[src/rtl/fsk_tx_scheduler.sv]
// fsk_tx_scheduler: round-robin arbiter that shares one FSK modulator between
// two requesters. A granted codeword is held on Hamcode for one full frame of
// CODE_BITS x BIT_CYCLES clocks. A silent gap follows each frame. The modulator
// is kept in reset whenever no frame is on air.
module fsk_tx_scheduler #(
  parameter int CODE_BITS  = 14,
  parameter int BIT_CYCLES = 16,
  parameter int GAP_CYCLES = 16,
  parameter logic [CODE_BITS-1:0] IDLE_WORD = {CODE_BITS{1'b0}}
) (
  input  logic                 FSK_clk,
  input  logic                 reset,
  input  logic                 req0_valid,
  input  logic [CODE_BITS-1:0] req0_code,
  output logic                 req0_ready,
  input  logic                 req1_valid,
  input  logic [CODE_BITS-1:0] req1_code,
  output logic                 req1_ready,
  output logic [CODE_BITS-1:0] Hamcode,
  output logic                 mod_rst,
  output logic                 grant_id,
  output logic                 busy,
  output logic [3:0]           bit_idx,
  output logic                 frame_start,
  output logic                 frame_done
);

  localparam int FRAME_LEN = CODE_BITS * BIT_CYCLES;
  localparam int FW        = $clog2(FRAME_LEN);
  localparam int GW        = (GAP_CYCLES > 32'sd1) ? $clog2(GAP_CYCLES) : 32'sd1;

  localparam logic [FW-1:0] FRAME_ZERO = {FW{1'b0}};
  localparam logic [FW-1:0] FRAME_ONE  = FW'(32'sd1);
  localparam logic [FW-1:0] FRAME_LAST = FW'(FRAME_LEN - 32'sd1);
  localparam logic [FW-1:0] BIT_DIV    = FW'(BIT_CYCLES);
  localparam logic [GW-1:0] GAP_ZERO   = {GW{1'b0}};
  localparam logic [GW-1:0] GAP_ONE    = GW'(32'sd1);
  localparam logic [GW-1:0] GAP_LAST   =
    GW'((GAP_CYCLES > 32'sd0) ? (GAP_CYCLES - 32'sd1) : 32'sd0);

  localparam logic [1:0] ST_IDLE  = 2'd0;
  localparam logic [1:0] ST_GRANT = 2'd1;
  localparam logic [1:0] ST_SEND  = 2'd2;
  localparam logic [1:0] ST_GAP   = 2'd3;

  logic [1:0]           state;
  logic [1:0]           state_nx;
  logic [FW-1:0]        frame_cnt;
  logic [FW-1:0]        frame_cnt_nx;
  logic [GW-1:0]        gap_cnt;
  logic [GW-1:0]        gap_cnt_nx;
  logic                 last_grant;
  logic                 last_grant_nx;
  logic                 grant_id_nx;
  logic [CODE_BITS-1:0] hamcode_nx;
  logic [3:0]           bit_idx_nx;
  logic                 granted_valid;
  logic [CODE_BITS-1:0] granted_code;

  // Only the granted requester is offered an accept pulse, and only in GRANT
  assign req0_ready = (state == ST_GRANT) && (grant_id == 1'b0) && req0_valid;
  assign req1_ready = (state == ST_GRANT) && (grant_id == 1'b1) && req1_valid;

  // Select the valid and codeword of whichever requester holds the grant
  always_comb begin
    granted_valid = req0_valid;
    granted_code  = req0_code;
    if (grant_id) begin
      granted_valid = req1_valid;
      granted_code  = req1_code;
    end else begin
      granted_valid = req0_valid;
      granted_code  = req0_code;
    end
  end

  // Next-state, counter and held-data decode for the four-phase schedule
  always_comb begin
    state_nx      = state;
    frame_cnt_nx  = frame_cnt;
    gap_cnt_nx    = gap_cnt;
    last_grant_nx = last_grant;
    grant_id_nx   = grant_id;
    hamcode_nx    = Hamcode;
    case (state)
      ST_IDLE: begin
        if (req0_valid || req1_valid) begin
          state_nx = ST_GRANT;
          if (req0_valid && req1_valid) begin
            grant_id_nx = ~last_grant;
          end else begin
            grant_id_nx = req1_valid;
          end
        end else begin
          state_nx = ST_IDLE;
        end
      end
      ST_GRANT: begin
        if (granted_valid) begin
          state_nx      = ST_SEND;
          hamcode_nx    = granted_code;
          last_grant_nx = grant_id;
          frame_cnt_nx  = FRAME_ZERO;
        end else begin
          // Requester withdrew: fall back without touching fairness history
          state_nx = ST_IDLE;
        end
      end
      ST_SEND: begin
        if (frame_cnt == FRAME_LAST) begin
          frame_cnt_nx = FRAME_ZERO;
          gap_cnt_nx   = GAP_ZERO;
          if (GAP_CYCLES == 32'sd0) begin
            state_nx = ST_IDLE;
          end else begin
            state_nx = ST_GAP;
          end
        end else begin
          frame_cnt_nx = frame_cnt + FRAME_ONE;
        end
      end
      ST_GAP: begin
        if (gap_cnt == GAP_LAST) begin
          gap_cnt_nx = GAP_ZERO;
          state_nx   = ST_IDLE;
        end else begin
          gap_cnt_nx = gap_cnt + GAP_ONE;
        end
      end
      default: begin
        state_nx = ST_IDLE;
      end
    endcase
  end

  // Bit index of the upcoming cycle so the registered copy lines up with SEND
  always_comb begin
    bit_idx_nx = 4'd0;
    if (state_nx == ST_SEND) begin
      bit_idx_nx = 4'(frame_cnt_nx / BIT_DIV);
    end else begin
      bit_idx_nx = 4'd0;
    end
  end

  // Register state, counters and all outputs; reset abandons any frame in flight
  always_ff @(posedge FSK_clk) begin
    if (reset) begin
      state       <= ST_IDLE;
      frame_cnt   <= FRAME_ZERO;
      gap_cnt     <= GAP_ZERO;
      last_grant  <= 1'b1;
      grant_id    <= 1'b0;
      Hamcode     <= IDLE_WORD;
      mod_rst     <= 1'b1;
      busy        <= 1'b0;
      bit_idx     <= 4'd0;
      frame_start <= 1'b0;
      frame_done  <= 1'b0;
    end else begin
      state       <= state_nx;
      frame_cnt   <= frame_cnt_nx;
      gap_cnt     <= gap_cnt_nx;
      last_grant  <= last_grant_nx;
      grant_id    <= grant_id_nx;
      Hamcode     <= hamcode_nx;
      mod_rst     <= (state_nx != ST_SEND);
      busy        <= (state_nx != ST_IDLE);
      bit_idx     <= bit_idx_nx;
      frame_start <= (state_nx == ST_SEND) && (frame_cnt_nx == FRAME_ZERO);
      frame_done  <= (state_nx == ST_SEND) && (frame_cnt_nx == FRAME_LAST);
    end
  end

endmodule
[config.mk]
export PLATFORM = sky130hd
export DESIGN_NAME = fsk_tx_scheduler
export DESIGN_NICKNAME = d
export VERILOG_FILES = /design/src/rtl/fsk_tx_scheduler.sv
export SDC_FILE = /design/constraint.sdc
export NUM_CORES = 1
export LEC_CHECK = 0
export ABC_AREA = 0
export BUFFER_PORTS_ARGS = -buffer_cell sky130_fd_sc_hd__buf_2
export CAP_MARGIN = 20
export CORE_UTILIZATION = 45
export CTS_CLUSTER_DIAMETER = 120
export DETAILED_ROUTE_END_ITERATION = 6
export PLACE_DENSITY = 0.74
export SLEW_MARGIN = 20
export SYNTH_ARGS = -nofsm -noshare
export SYNTH_HDL_FRONTEND = slang
export SYNTH_SLANG_ARGS = --single-unit
[constraint.sdc]
create_clock -name FSK_clk -period 2.03 [get_ports FSK_clk]
set_clock_uncertainty 0.15 [all_clocks]
set_input_delay 0.406 -clock FSK_clk [delete_from_list [all_inputs] [get_ports FSK_clk]]
set_output_delay 0.406 -clock FSK_clk [all_outputs]
set_load 0.05 [all_outputs]
* After elaboration in Yosys (flattened, before gate mapping)
Index checks and enable logic that the tools add are counted.
Widths: inputs -> output; s select.
** Word-level totals
- Register bits :: 38
- Input port bits :: 32
- Output and inout bits :: 25
- Word-level logic and storage cells :: 55
** Cells by class
- Add/sub/neg operators :: 2
- Eq/ne operators :: 9
- Mux-type cells :: 14
- Bitwise operators :: 3
- Reductions and logical operators :: 16
** Operators by type and width (number)
- $eq 8x8->1 const B :: 2
- $mux 8 :: 2
- $pmux 8 s2 :: 1
- $mux 14 :: 1
- $add 8x1->8 const B :: 1
- $logic_not 8->1 :: 1
- $mux 4 :: 2
- $pmux 2 s4 :: 1
- $pmux 4 s2 :: 1
- $logic_and 1x1->1 :: 7
- $eq 2x2->1 const B :: 3
- $mux 2 :: 3
- $reduce_and 2->1 :: 3
- $add 4x1->4 const B :: 1
- $eq 4x4->1 const B :: 1
- $ne 2x2->1 const B :: 2
- $reduce_bool 2->1 :: 2
- $mux 1 :: 3
- $not 1->1 :: 3
- $eq 2x1->1 const B :: 1
- $logic_not 2->1 :: 1
- $reduce_or 2->1 :: 1
- $logic_or 1x1->1 :: 1

* Depth between registers and ports, before layout
Gate-level depths: netlist of the first run.
- Word-level depth :: 6
- Depth in mapped cells :: 8
- Gate-level depth less buffers :: 7

* Least setup slack after synthesis of the first run
Ideal clock, no wire load.
- Path kind :: reg-to-reg
- From :: reg grant_id
- To :: reg frame_done
- Setup time :: 0.088 ns
- Data arrival time :: 1.928 ns
- Data required time :: 1.792 ns
- Path slack :: -0.136 ns
- Stages on the path, launching flop included :: 7
- Path buffers :: 1
- Period minus slack after synthesis :: 2.166 ns
- Cells stage by stage :: dfxtp_1 buf_6 mux2i_1 a21bo_2 a21oi_1 or3_1 nor4_2
** Between the ends
- Longest elaborated chain between the ends :: 5
- Elaborated cells between the ends (all ways) :: 8
- Those cells by class :: 2 x eq/ne; 5 x mux; 1 x reduce/logical
** Ends and longest elaborated chain
- start: declaration :: RTL line 21 : output logic grant_id,
- start signal: assignment :: RTL line 165 : grant_id <= grant_id_nx;
- $mux 1 (*) :: RTL line 68 : if (grant_id) begin
- $mux 8 / $mux 2 (equally long branches) :: RTL line 99 : if (granted_valid) begin
- $pmux 8 s2 / $pmux 2 s4 (equally long branches) :: RTL line 85 : case (state)
- $eq 8x8->1 / $eq 2x2->1 (equally long branches) :: RTL line 171 : frame_done <= (state_nx == ST_SEND) && (frame_cnt_nx == FRAME_LAST);
- $logic_and 1x1->1 (*) :: RTL line 171
- end signal: assignment :: RTL line 171
- end: declaration :: RTL line 25 : output logic frame_done
Mark *: on every way between the ends. The rest lies on a longest branch, timed or not.
A chain may end at the register's enable or synchronous reset.

* Worst setup path after layout of the first run
- From :: reg frame_cnt[0]
- To :: reg frame_done
** Between the ends
- Longest elaborated chain between the ends :: 5
- Elaborated cells between the ends (all ways) :: 10
- Those cells by class :: 1 x add/sub; 3 x eq/ne; 5 x mux; 1 x reduce/logical
** Ends and longest elaborated chain
- start: declaration :: RTL line 48 : logic [FW-1:0] frame_cnt;
- start signal: assignment :: RTL line 162 : frame_cnt <= frame_cnt_nx;
- $add 8x1->8 / $eq 8x8->1 (equally long branches) :: RTL line 119, 110
- $mux 8 / $mux 2 (equally long branches) :: RTL line 110 : if (frame_cnt == FRAME_LAST) begin
- $pmux 8 s2 / $pmux 2 s4 (equally long branches) :: RTL line 85
- $eq 8x8->1 / $eq 2x2->1 (equally long branches) :: RTL line 171
- $logic_and 1x1->1 (*) :: RTL line 171
Marked as above.

==> results.py, run 1 <==
metrics = {
    "run_status": {
        "run_status": "finished, final reports clean",
    },
    "global_routing": {
        "grt_max_degree": 29,
        "grt_pass1_wl_um": 6710,
        "grt_usage": 0.206,
        "grt_pass1_vias": 1492,
        "antenna_found_initial": 0,
        "gr-total-overflow": 0,
    },
    "cells_and_area": {
        "layout-drive-gt1-share": 0.413,
        "design_area_um2": 2480,
        "nets": 307,
        "instances_no_fill": 317,
        "syn_to_final_growth_pct": 36.1,
        "multiInputGateArea_um2": 1060,
        "seqCellArea_um2": 766,
        "antenna_cells": 0,
        "fin_util": 0.659,
        "fillCellCount": 315,
    },
    "clocking": {
        "clk_latency_ns": 0.30,
        "cts_buffers": 5,
        "cts_tree": "yes",
        "htreeDepth": 2,
        "path_clk_slew_ns": 0.08,
        "cts.sinks": 38,
        "cts-root-buf": "clkbuf_8",
        "clockBufferDepth": 2,
    },
    "detailed_routing": {
        "viasPerCell": 5.28,
        "dr.pass1.iters": 4,
        "routed_wl_um": 4090,
        "wl_met2_um": 1920,
        "dr.max_layer_used": "met4",
        "wl_met1_um": 1910,
        "wl_met3_um": 204,
        "drt_iter0_drc": 65,
        "vias": 1673,
        "drcViolationCount": 0,
        "ant_nets": 0,
        "routed_wire_length_per_instance_um": 12.9,
    },
    "floorplan": {
        "dieArea_um2": 4320,
        "rows": 22,
        "start_util": 0.484,
        "coreArea_um2": 3770,
        "fp.dieH_um": 65.7,
        "die_x_um": 65.7,
        "ios": 57,
    },
    "critical_path": {
        "crit_chain": "ha_2 > nand4_4 > nor4_2 > a211oi_2 > or3_1 > nor4_2",
        "path_delay_family": "simple AND/OR/NAND/NOR gates",
        "critPathKind": "reg -> reg",
        "cp_slowest_stage_delay_ns": 0.40,
        "critPathLaunchType": "flip-flop",
        "crit_required_ns": 2.09,
        "critPathMaxFanout": 5,
        "cp.arrival_ns": 2.03,
        "cp.depth": 6,
        "crit_slowest_cell": "or3_1",
        "critical_path_buf_inv_count": 0,
        "cpMostUsedCell": "nor4_2",
        "r2r_cells": 6,
        "setup.worst_path.end_class": "flip-flop",
    },
    "min_path": {
        "hp-class": "in -> reg",
        "hold_depth": 3,
    },
    "logic_synthesis": {
        "synth_most_common_cell": "dfxtp_1",
        "syn_inst": 194,
        "synth_adder_area_share": 0.0480,
        "synth_edf_count": 0,
        "syn_avg_cell_area_um2": 9.41,
        "syn_area_um2": 1830,
        "synth_top_family_by_area": "simple AND/OR/NAND/NOR gates",
        "yosysUniqueCellTypes": 48,
        "synth_compound_area_frac": 0.171,
        "synth_flop_cell": "dfxtp_1",
        "yosys.area.top_type": "dfxtp_1",
        "synthMuxAreaShare": 0.0939,
        "ys_seq_area_frac": 0.417,
        "yosys.area_share.simple": 0.235,
        "synth_commonest_cells": "38 x dfxtp_1, 34 x nor2_1, 16 x mux2i_1",
        "ys.warnings.count": 0,
        "synth_nets": 233,
        "async_flop_share": 0,
        "ys_top_cells_by_area": "dfxtp_1 42%, mux2i_1 8.8%, nor2_1 7.0%",
        "ys_ff_latch": 38,
        "synthXorXnorAreaFrac": 0,
        "synth_top_cell_area_share": 0.417,
    },
    "timing": {
        "finalCriticalPeriod_ns": 1.98,
        "max_freq_ghz": 0.506,
        "worstMarginPinSlew_ns": 0.323,
        "fin_ws_ns": 0.0532,
        "setup_viol": 0,
        "setup_tns_ns": 0,
        "slew_violations": 0,
        "hold_viol": 0,
        "slew_headroom": 0.778,
        "hold_slack_ns": 0.280,
        "fin_crit_sh": 0.974,
    },
    "power": {
        "power.density_nw_per_um2": 837,
        "power.total_mw": 2.08,
        "vdd_drop_max_mv": 0.515,
        "power.leakage_nw": 1.07,
    },
    "place": {
        "place.detailed.hpwl_um": 2980,
        "dpl.cell_count": 308,
        "port_buffers": 56,
        "place_worst_setup_slack_ns": 0.0269,
        "dpl_cell_area_um2": 2280,
        "gp_congestion": 0.893,
    },
    "job": {
        "drv_cap": 0,
    },
}
[logic make-up after synthesis]
logic type	count (synthesis)
mux	17
buf+inv	14
simple gates	78
flops	38
compound gates	40
fa+ha+maj	7
[metal layers]
layer / GRT usage / vias up
li1: - / 857
met1: 0.257 / 762
met2: 0.334 / 49
met3: 0.0538 / 5
met4: 0.0788 / 0
met5: 0 / -
[timing repair]
action                     4_1_cts  5_1_grt
buffers inserted                 0        1
pin swaps                        0        3
setup endpoints to repair        1        8
gates resized for setup          1       18
hold buffers                     0        0
[registers in the layout, indices dropped and copies added, names as in the netlist, 2 cells and up]
name	cells
Hamcode	14
frame_cnt	8
bit_idx	4
gap_cnt	4
state	2
[worst reg2reg max path: stages, from the launching register on]
cell,delay [ns]
dfxtp_1,0.35
ha_2,0.22
nand4_4,0.16
nor4_2,0.32
a211oi_2,0.08
or3_1,0.40
nor4_2,0.22
[layout by cell type, fill, tap and decap left out, types with 2 or more instances in the layout]
cell type | Yosys | final
bufinv_16 | 0 | 2
and3_1 | 4 | 4
a211oi_1 | 14 | 14
buf_2 | 3 | 54
and2_1 | 2 | 2
nor4_2 | 2 | 2
dfxtp_1 | 38 | 34
or3_1 | 2 | 2
a32oi_1 | 3 | 3
a21oi_1 | 5 | 5
a2bb2oi_1 | 2 | 2
buf_4 | 0 | 20
and4_1 | 2 | 2
nand3b_1 | 2 | 2
nor2_1 | 34 | 34
inv_2 | 0 | 2
inv_1 | 5 | 3
dfxtp_2 | 0 | 4
nand2_1 | 7 | 6
o21ai_0 | 2 | 2
mux2i_1 | 16 | 16
ha_2 | 0 | 4
nor2b_1 | 6 | 5
nand3_1 | 5 | 5
a22oi_2 | 0 | 2
o22ai_1 | 2 | 2
clkbuf_8 | 0 | 5
ha_1 | 7 | 2
[report_power, final]
group          internal (mW)  total [mW]  switching [mW]
clock network          0.492       0.774           0.282
logic                  0.180       0.494           0.314
registers              0.791       0.812          0.0206
[final cells by class]
type	instances	share of cell area
Clock buffer	5	0.0277
Clock inverter	3	0.0277
Inverter	5	0.00755
Multi-Input combinational cell	142	0.428
Sequential cell	38	0.308
Tap cell	48	0.0242
Timing Repair Buffer	76	0.177
[path summary, 6_finish.rpt]
kind                                start                  endpoint  slack, ns
setup / recovery  frame_cnt[0]$_SDFF_PP0_     frame_done$_SDFF_PP0_       0.05
hold / removal              req0_code[10]  Hamcode[10]$_SDFFE_PP0P_       0.28
setup reg to reg  frame_cnt[0]$_SDFF_PP0_     frame_done$_SDFF_PP0_       0.05
hold reg to reg   Hamcode[2]$_SDFFE_PP0P_   Hamcode[2]$_SDFFE_PP0P_       0.35
(Power assumes the default switching activity.)
==> run 2: changes to the inputs <==
BUFFER_PORTS_ARGS = -buffer_cell sky130_fd_sc_hd__buf_4   (was -buffer_cell sky130_fd_sc_hd__buf_2)
==> run 2 against run 1 <==
Non-clock buffer count grew 3. Sequential power is essentially flat. Register-to-register slack hardly changed. Via count rose by 2.2%. Setup slack got worse by 0.0088 ns. Count of clock-buffer cells in the layout increased by 1. Routed wire length grew 4.3%. Sequential share of layout area is 1.5 points lower. Critical path type unchanged. Critical endpoint is now frame_start$_SDFF_PP0_. Largest cell class unchanged. Highest routed layer unchanged.
==> results.py, run 2 (same netlist as run 1, synthesis figures left out) <==
metrics = {
    "detailed_routing": {
        "routed_wl_um": 4270,
        "dr.pass1.iters": 4,
        "viasPerCell": 5.36,
        "routed_wire_length_per_instance_um": 13.4,
        "vias": 1710,
        "ant_nets": 0,
        "drcViolationCount": 0,
        "drt_iter0_drc": 62,
    },
    "place": {
        "place.detailed.hpwl_um": 3140,
        "gp_congestion": 0.942,
        "dpl.cell_count": 309,
        "port_buffers": 56,
    },
    "cells_and_area": {
        "instances_no_fill": 319,
        "nets": 310,
        "layout-drive-gt1-share": 0.406,
        "layout_common_cells": "79 x buf_4, 35 x dfxtp_1, 34 x nor2_1",
        "multiInputGateArea_um2": 1070,
        "syn_to_final_growth_pct": 43.4,
        "top_register": "Hamcode",
        "largest_register_ffs": 14,
        "seqCellArea_um2": 767,
        "mostFrequentLayoutCell": "buf_4",
        "largestRegisters": "Hamcode x14, frame_cnt x8",
        "antenna_cells": 0,
        "fillCellCount": 283,
    },
    "floorplan": {
        "ios": 57,
        "die_x_um": 65.7,
        "coreArea_um2": 3770,
        "fp.dieH_um": 65.7,
        "dieArea_um2": 4320,
        "start_util": 0.484,
        "rows": 22,
    },
    "critical_path": {
        "crit_start": "state[1]$_SDFF_PP0_",
        "cp_slowest_stage_delay_ns": 0.36,
        "cp.arrival_ns": 2.07,
        "critPathKind": "reg -> reg",
        "path_delay_family": "simple AND/OR/NAND/NOR gates",
        "crit-reg2reg-launch": "state[1]$_SDFF_PP0_",
        "critPathMaxFanout": 7,
        "critical_path_buf_inv_count": 2,
        "crit_chain": "inv_2 > ha_4 > buf_4 > nor2b_1 > mux2_2 > a22oi_2 > and4_1 > and4b_1",
        "crit_required_ns": 2.11,
        "crit_slowest_cell": "dfxtp_4",
        "setup.worst_path.end_class": "flip-flop",
        "critPathLaunchType": "flip-flop",
    },
    "clocking": {
        "cts_buffers": 5,
        "clockBufferDepth": 2,
        "htreeDepth": 2,
        "path_clk_slew_ns": 0.07,
        "cts_tree": "yes",
        "holdBufCountCts": 0,
        "cts.sinks": 38,
        "cts-root-buf": "clkbuf_8",
        "clk_latency_ns": 0.29,
    },
    "global_routing": {
        "grt_max_degree": 31,
        "grt_pass1_vias": 1593,
        "grt_pass1_wl_um": 7040,
        "grt_usage": 0.217,
        "antenna_found_initial": 0,
        "gr-total-overflow": 0,
    },
    "timing": {
        "worstMarginPinSlew_ns": 0.339,
        "finalCriticalPeriod_ns": 1.99,
        "hold_viol": 0,
        "fin_crit_sh": 0.978,
        "setup_viol": 0,
        "slew_violations": 0,
        "max_freq_ghz": 0.504,
        "slew_headroom": 0.772,
    },
    "power": {
        "power.leakage_nw": 1.11,
        "power.total_mw": 1.99,
        "vdd_drop_max_mv": 0.455,
        "power.density_nw_per_um2": 760,
    },
    "run_status": {
        "run_status": "finished, final reports clean",
    },
    "job": {
        "drv_cap": 0,
    },
    "min_path": {
        "hp-class": "in -> reg",
        "hold_start": "req1_valid",
    },
}
-- run 2: cell count changes in the layout (fill, tap and decap cells not counted), sizes merged --
cell / change
clkinv: -1
buf: +4
bufinv: -1
-- run 2: cell type report --
type,instances,share of cell area
Clock buffer,6,0.0315
Sequential cell,38,0.293
Timing Repair Buffer,79,0.227
Multi-Input combinational cell,142,0.407
Clock inverter,1,0.0115
Tap cell,48,0.0229
Inverter,5,0.00717
-- run 2: final timing paths --
| check | endpoint | slack, ns | cells after the start |
|---|---|---|---|
| setup / recovery | frame_start$_SDFF_PP0_ | 0.04 | 8 |
| hold / removal | grant_id$_SDFFE_PP0P_ | 0.25 | 3 |
| setup reg to reg | frame_start$_SDFF_PP0_ | 0.04 | 8 |
| hold reg to reg | gap_cnt[3]$_SDFFE_PP0P_ | 0.34 | 2 |
-- run 2: worst register-to-register path: cells and delay by family, from the launching register on --
kind                       cells  cell delay, ns
AOI/OAI and AO/OA              1            0.17
adders and majority gates      1            0.27
and+or+nand+nor                3            0.51
muxes                          1            0.28
DFF                            1            0.36
buffers and inverters          2            0.20
-- run 2: timing repair --
| item | in CTS | in global routing |
|---|---|---|
| setup endpoints to repair | 1 | 8 |
| gates resized for setup | 2 | 14 |
| pin swaps | 1 | 4 |
| buffers inserted | 0 | 3 |
-- run 2: per-stage QoR --
stage / setup WS (ns) / cell area [um2] / utilization / TNS (ns) / hold WS [ns]
2_1_floorplan: 0.0382 / 1840 / - / 0 / 0.308
3_3_place_gp: -0.00468 / 2430 / 0.644 / -0.00468 / 0.326
3_5_place_dp: -0.0447 / 2430 / 0.644 / -0.0447 / 0.331
4_1_cts: 0.00859 / 2550 / 0.675 / 0 / 0.242
5_1_grt: -0.00392 / 2620 / 0.694 / -0.00392 / 0.250
6_report: 0.0444 / 2620 / 0.694 / 0 / 0.248
-- run 2: power breakdown --
part           internal (mW)  total (mW)  switching (mW)
clock                  0.393       0.641           0.249
combinational          0.219       0.536           0.317
sequential             0.790       0.812          0.0216
total                   1.40        1.99           0.587
-- run 2: routing by layer --
layer  part of all wire  global-route usage  up-vias
met2               0.49               0.352       52
met3              0.053              0.0694        9
li1                   -                   -      863
met4              0.016              0.0870        0
met5                  0                   0        -
met1               0.44               0.261      786
==> run 3: changes to the inputs <==
RECOVER_POWER = 50   (was unset)
==> run 3 against run 2 <==
Count of clock-buffer cells in the layout is the same. First-iteration DRC count is 8.1% higher. Register-to-register slack barely moved. Critical path type unchanged.
==> results.py, run 3 (same netlist as run 1, synthesis figures left out) <==
metrics = {
    "run_status": {
        "run_status": "finished, final reports clean",
    },
    "job": {
        "drv_cap": 0,
    },
    "global_routing": {
        "grt_usage": 0.217,
        "gr-total-overflow": 0,
        "antenna_found_initial": 0,
        "grt_max_degree": 31,
        "grt_pass1_wl_um": 7040,
        "grt_pass1_vias": 1593,
    },
    "min_path": {
        "hold_depth": 3,
        "hold_start": "req1_valid",
        "hp-class": "in -> reg",
        "min_to": "grant_id$_SDFFE_PP0P_",
    },
    "critical_path": {
        "crit-reg2reg-launch": "state[1]$_SDFF_PP0_",
        "cp.depth": 8,
        "crit_required_ns": 2.11,
        "crit_chain": "inv_2 > ha_4 > buf_4 > nor2b_1 > mux2_2 > a22oi_2 > and4_1 > and4b_1",
        "critical_path_buf_inv_count": 2,
        "setup.worst_path.end_class": "flip-flop",
        "path_delay_family": "simple AND/OR/NAND/NOR gates",
        "critPathLaunchType": "flip-flop",
        "cp_slowest_stage_delay_ns": 0.36,
        "r2r_cells": 8,
        "worstReg2RegEnd": "frame_start$_SDFF_PP0_",
        "critPathKind": "reg -> reg",
        "crit_slowest_cell": "dfxtp_4",
        "cp.arrival_ns": 2.07,
        "crit_start": "state[1]$_SDFF_PP0_",
        "critPathMaxFanout": 7,
        "regToRegSetupSlack_ns": 0.05,
    },
    "floorplan": {
        "dieArea_um2": 4320,
        "ios": 57,
        "die_x_um": 65.7,
        "fp.dieH_um": 65.7,
        "rows": 22,
        "coreArea_um2": 3770,
        "start_util": 0.484,
    },
    "power": {
        "switching_share": 0.300,
        "intPower_mw": 1.37,
        "power.total_mw": 1.96,
        "power.density_nw_per_um2": 773,
        "vdd_drop_max_mv": 0.455,
        "clock_power_share": 0.328,
        "pwr-share-seq": 0.414,
        "power.leakage_nw": 1.02,
        "switchingPower_uw": 587,
        "comb_power_share": 0.258,
    },
    "timing": {
        "fin_crit_sh": 0.978,
        "slew_violations": 0,
        "fin_ws_ns": 0.0454,
        "hold_viol": 0,
        "finalCriticalPeriod_ns": 1.98,
        "setup_viol": 0,
        "slew_headroom": 0.595,
        "worstMarginPinSlew_ns": 0.610,
        "max_freq_ghz": 0.504,
    },
    "detailed_routing": {
        "vias": 1696,
        "drt_iter0_drc": 67,
        "drcViolationCount": 0,
        "routed_wl_um": 4260,
        "routed_wire_length_per_instance_um": 13.3,
        "viasPerCell": 5.32,
        "ant_nets": 0,
        "dr.pass1.iters": 4,
    },
    "place": {
        "port_buffers": 56,
        "gp_congestion": 0.942,
        "place.detailed.hpwl_um": 3140,
        "place_worst_setup_slack_ns": -0.0447,
    },
    "clocking": {
        "cts-root-buf": "clkbuf_8",
        "clk_latency_ns": 0.29,
        "cts_buffers": 5,
        "cts.sinks": 38,
        "htreeDepth": 2,
        "path_clk_slew_ns": 0.07,
        "clockBufferDepth": 2,
        "cts_tree": "yes",
    },
    "cells_and_area": {
        "top_register": "Hamcode",
        "layout-drive-gt1-share": 0.325,
        "nets": 310,
        "mostFrequentLayoutCell": "buf_4",
        "antenna_cells": 0,
        "fin_util": 0.672,
        "layout_common_cells": "57 x buf_4, 35 x dfxtp_1, 34 x nor2_1",
        "largest_register_ffs": 14,
        "syn_to_final_growth_pct": 38.9,
        "largestRegisters": "Hamcode x14, frame_cnt x8",
    },
}
run 3: changes by cell type in the layout (fill, tap and decap cells not counted), sizes merged:
cell,previous run,this run
clkbuf,6,28
buf,79,57
run 3: power by group through the flow:
| stage | sequential, mW | combinational, mW | clock, mW |
|---|---|---|---|
| 6_report | 0.810 | 0.506 | 0.642 |
| 5_1_grt | 0.815 | 0.543 | 0.696 |
| 4_1_cts | 0.812 | 0.515 | 0.660 |
| 3_5_place_dp | 0.828 | 0.512 | 0 |
| 3_3_place_gp | 0.827 | 0.510 | 0 |
| 2_1_floorplan | 0.962 | 0.205 | 0 |
run 3: worst max path at each step:
stage / to
floorplan: frame_done$_SDFF_PP0_
global placement: frame_start$_SDFF_PP0_
detailed placement: frame_start$_SDFF_PP0_
CTS: frame_start$_SDFF_PP0_
global route: frame_start$_SDFF_PP0_
finish: frame_start$_SDFF_PP0_
run 3: final cells by class:
class	instances	area, um2
clock buffers	6	82.6
clock inverters	1	30.0
fillers	309	1240
inverters	5	18.8
multi-input cells	142	1070
flip-flops and latches	38	767
well taps	48	60.1
repair buffers	79	510
run 3: repair_timing:
item,in CTS,in global routing
pin swaps,1,4
endpoints found under the setup margin,1,8
gates resized for setup,2,14
setup buffers,0,3
endpoints found under the hold margin,0,0
hold buffers,0,0
run 3: worst register-to-register path: cells and delay by family, from the launching register on:
family | cells | cell delay (ns)
simple gates | 3 | 0.51
flops | 1 | 0.36
buf+inv | 2 | 0.20
fa+ha+maj | 1 | 0.27
compound gates | 1 | 0.17
mux | 1 | 0.28
run 3: routing by layer:
layer	track usage	vias up	part of all wire
li1	-	863	-
met4	0.0870	0	0.015
met1	0.261	771	0.44
met2	0.352	54	0.49
met3	0.0694	8	0.056
met5	0	-	0
run 3: stage by stage:
stage / cell area (um2) / instances / TNS [ns] / hold WS (ns)
2_1_floorplan: 1840 / 194 / 0 / 0.308
3_3_place_gp: 2430 / 309 / -0.00468 / 0.326
3_5_place_dp: 2430 / 309 / -0.0447 / 0.331
4_1_cts: 2550 / 316 / 0 / 0.242
5_1_grt: 2530 / 319 / -0.00392 / 0.250
6_report: 2530 / 319 / 0 / 0.248
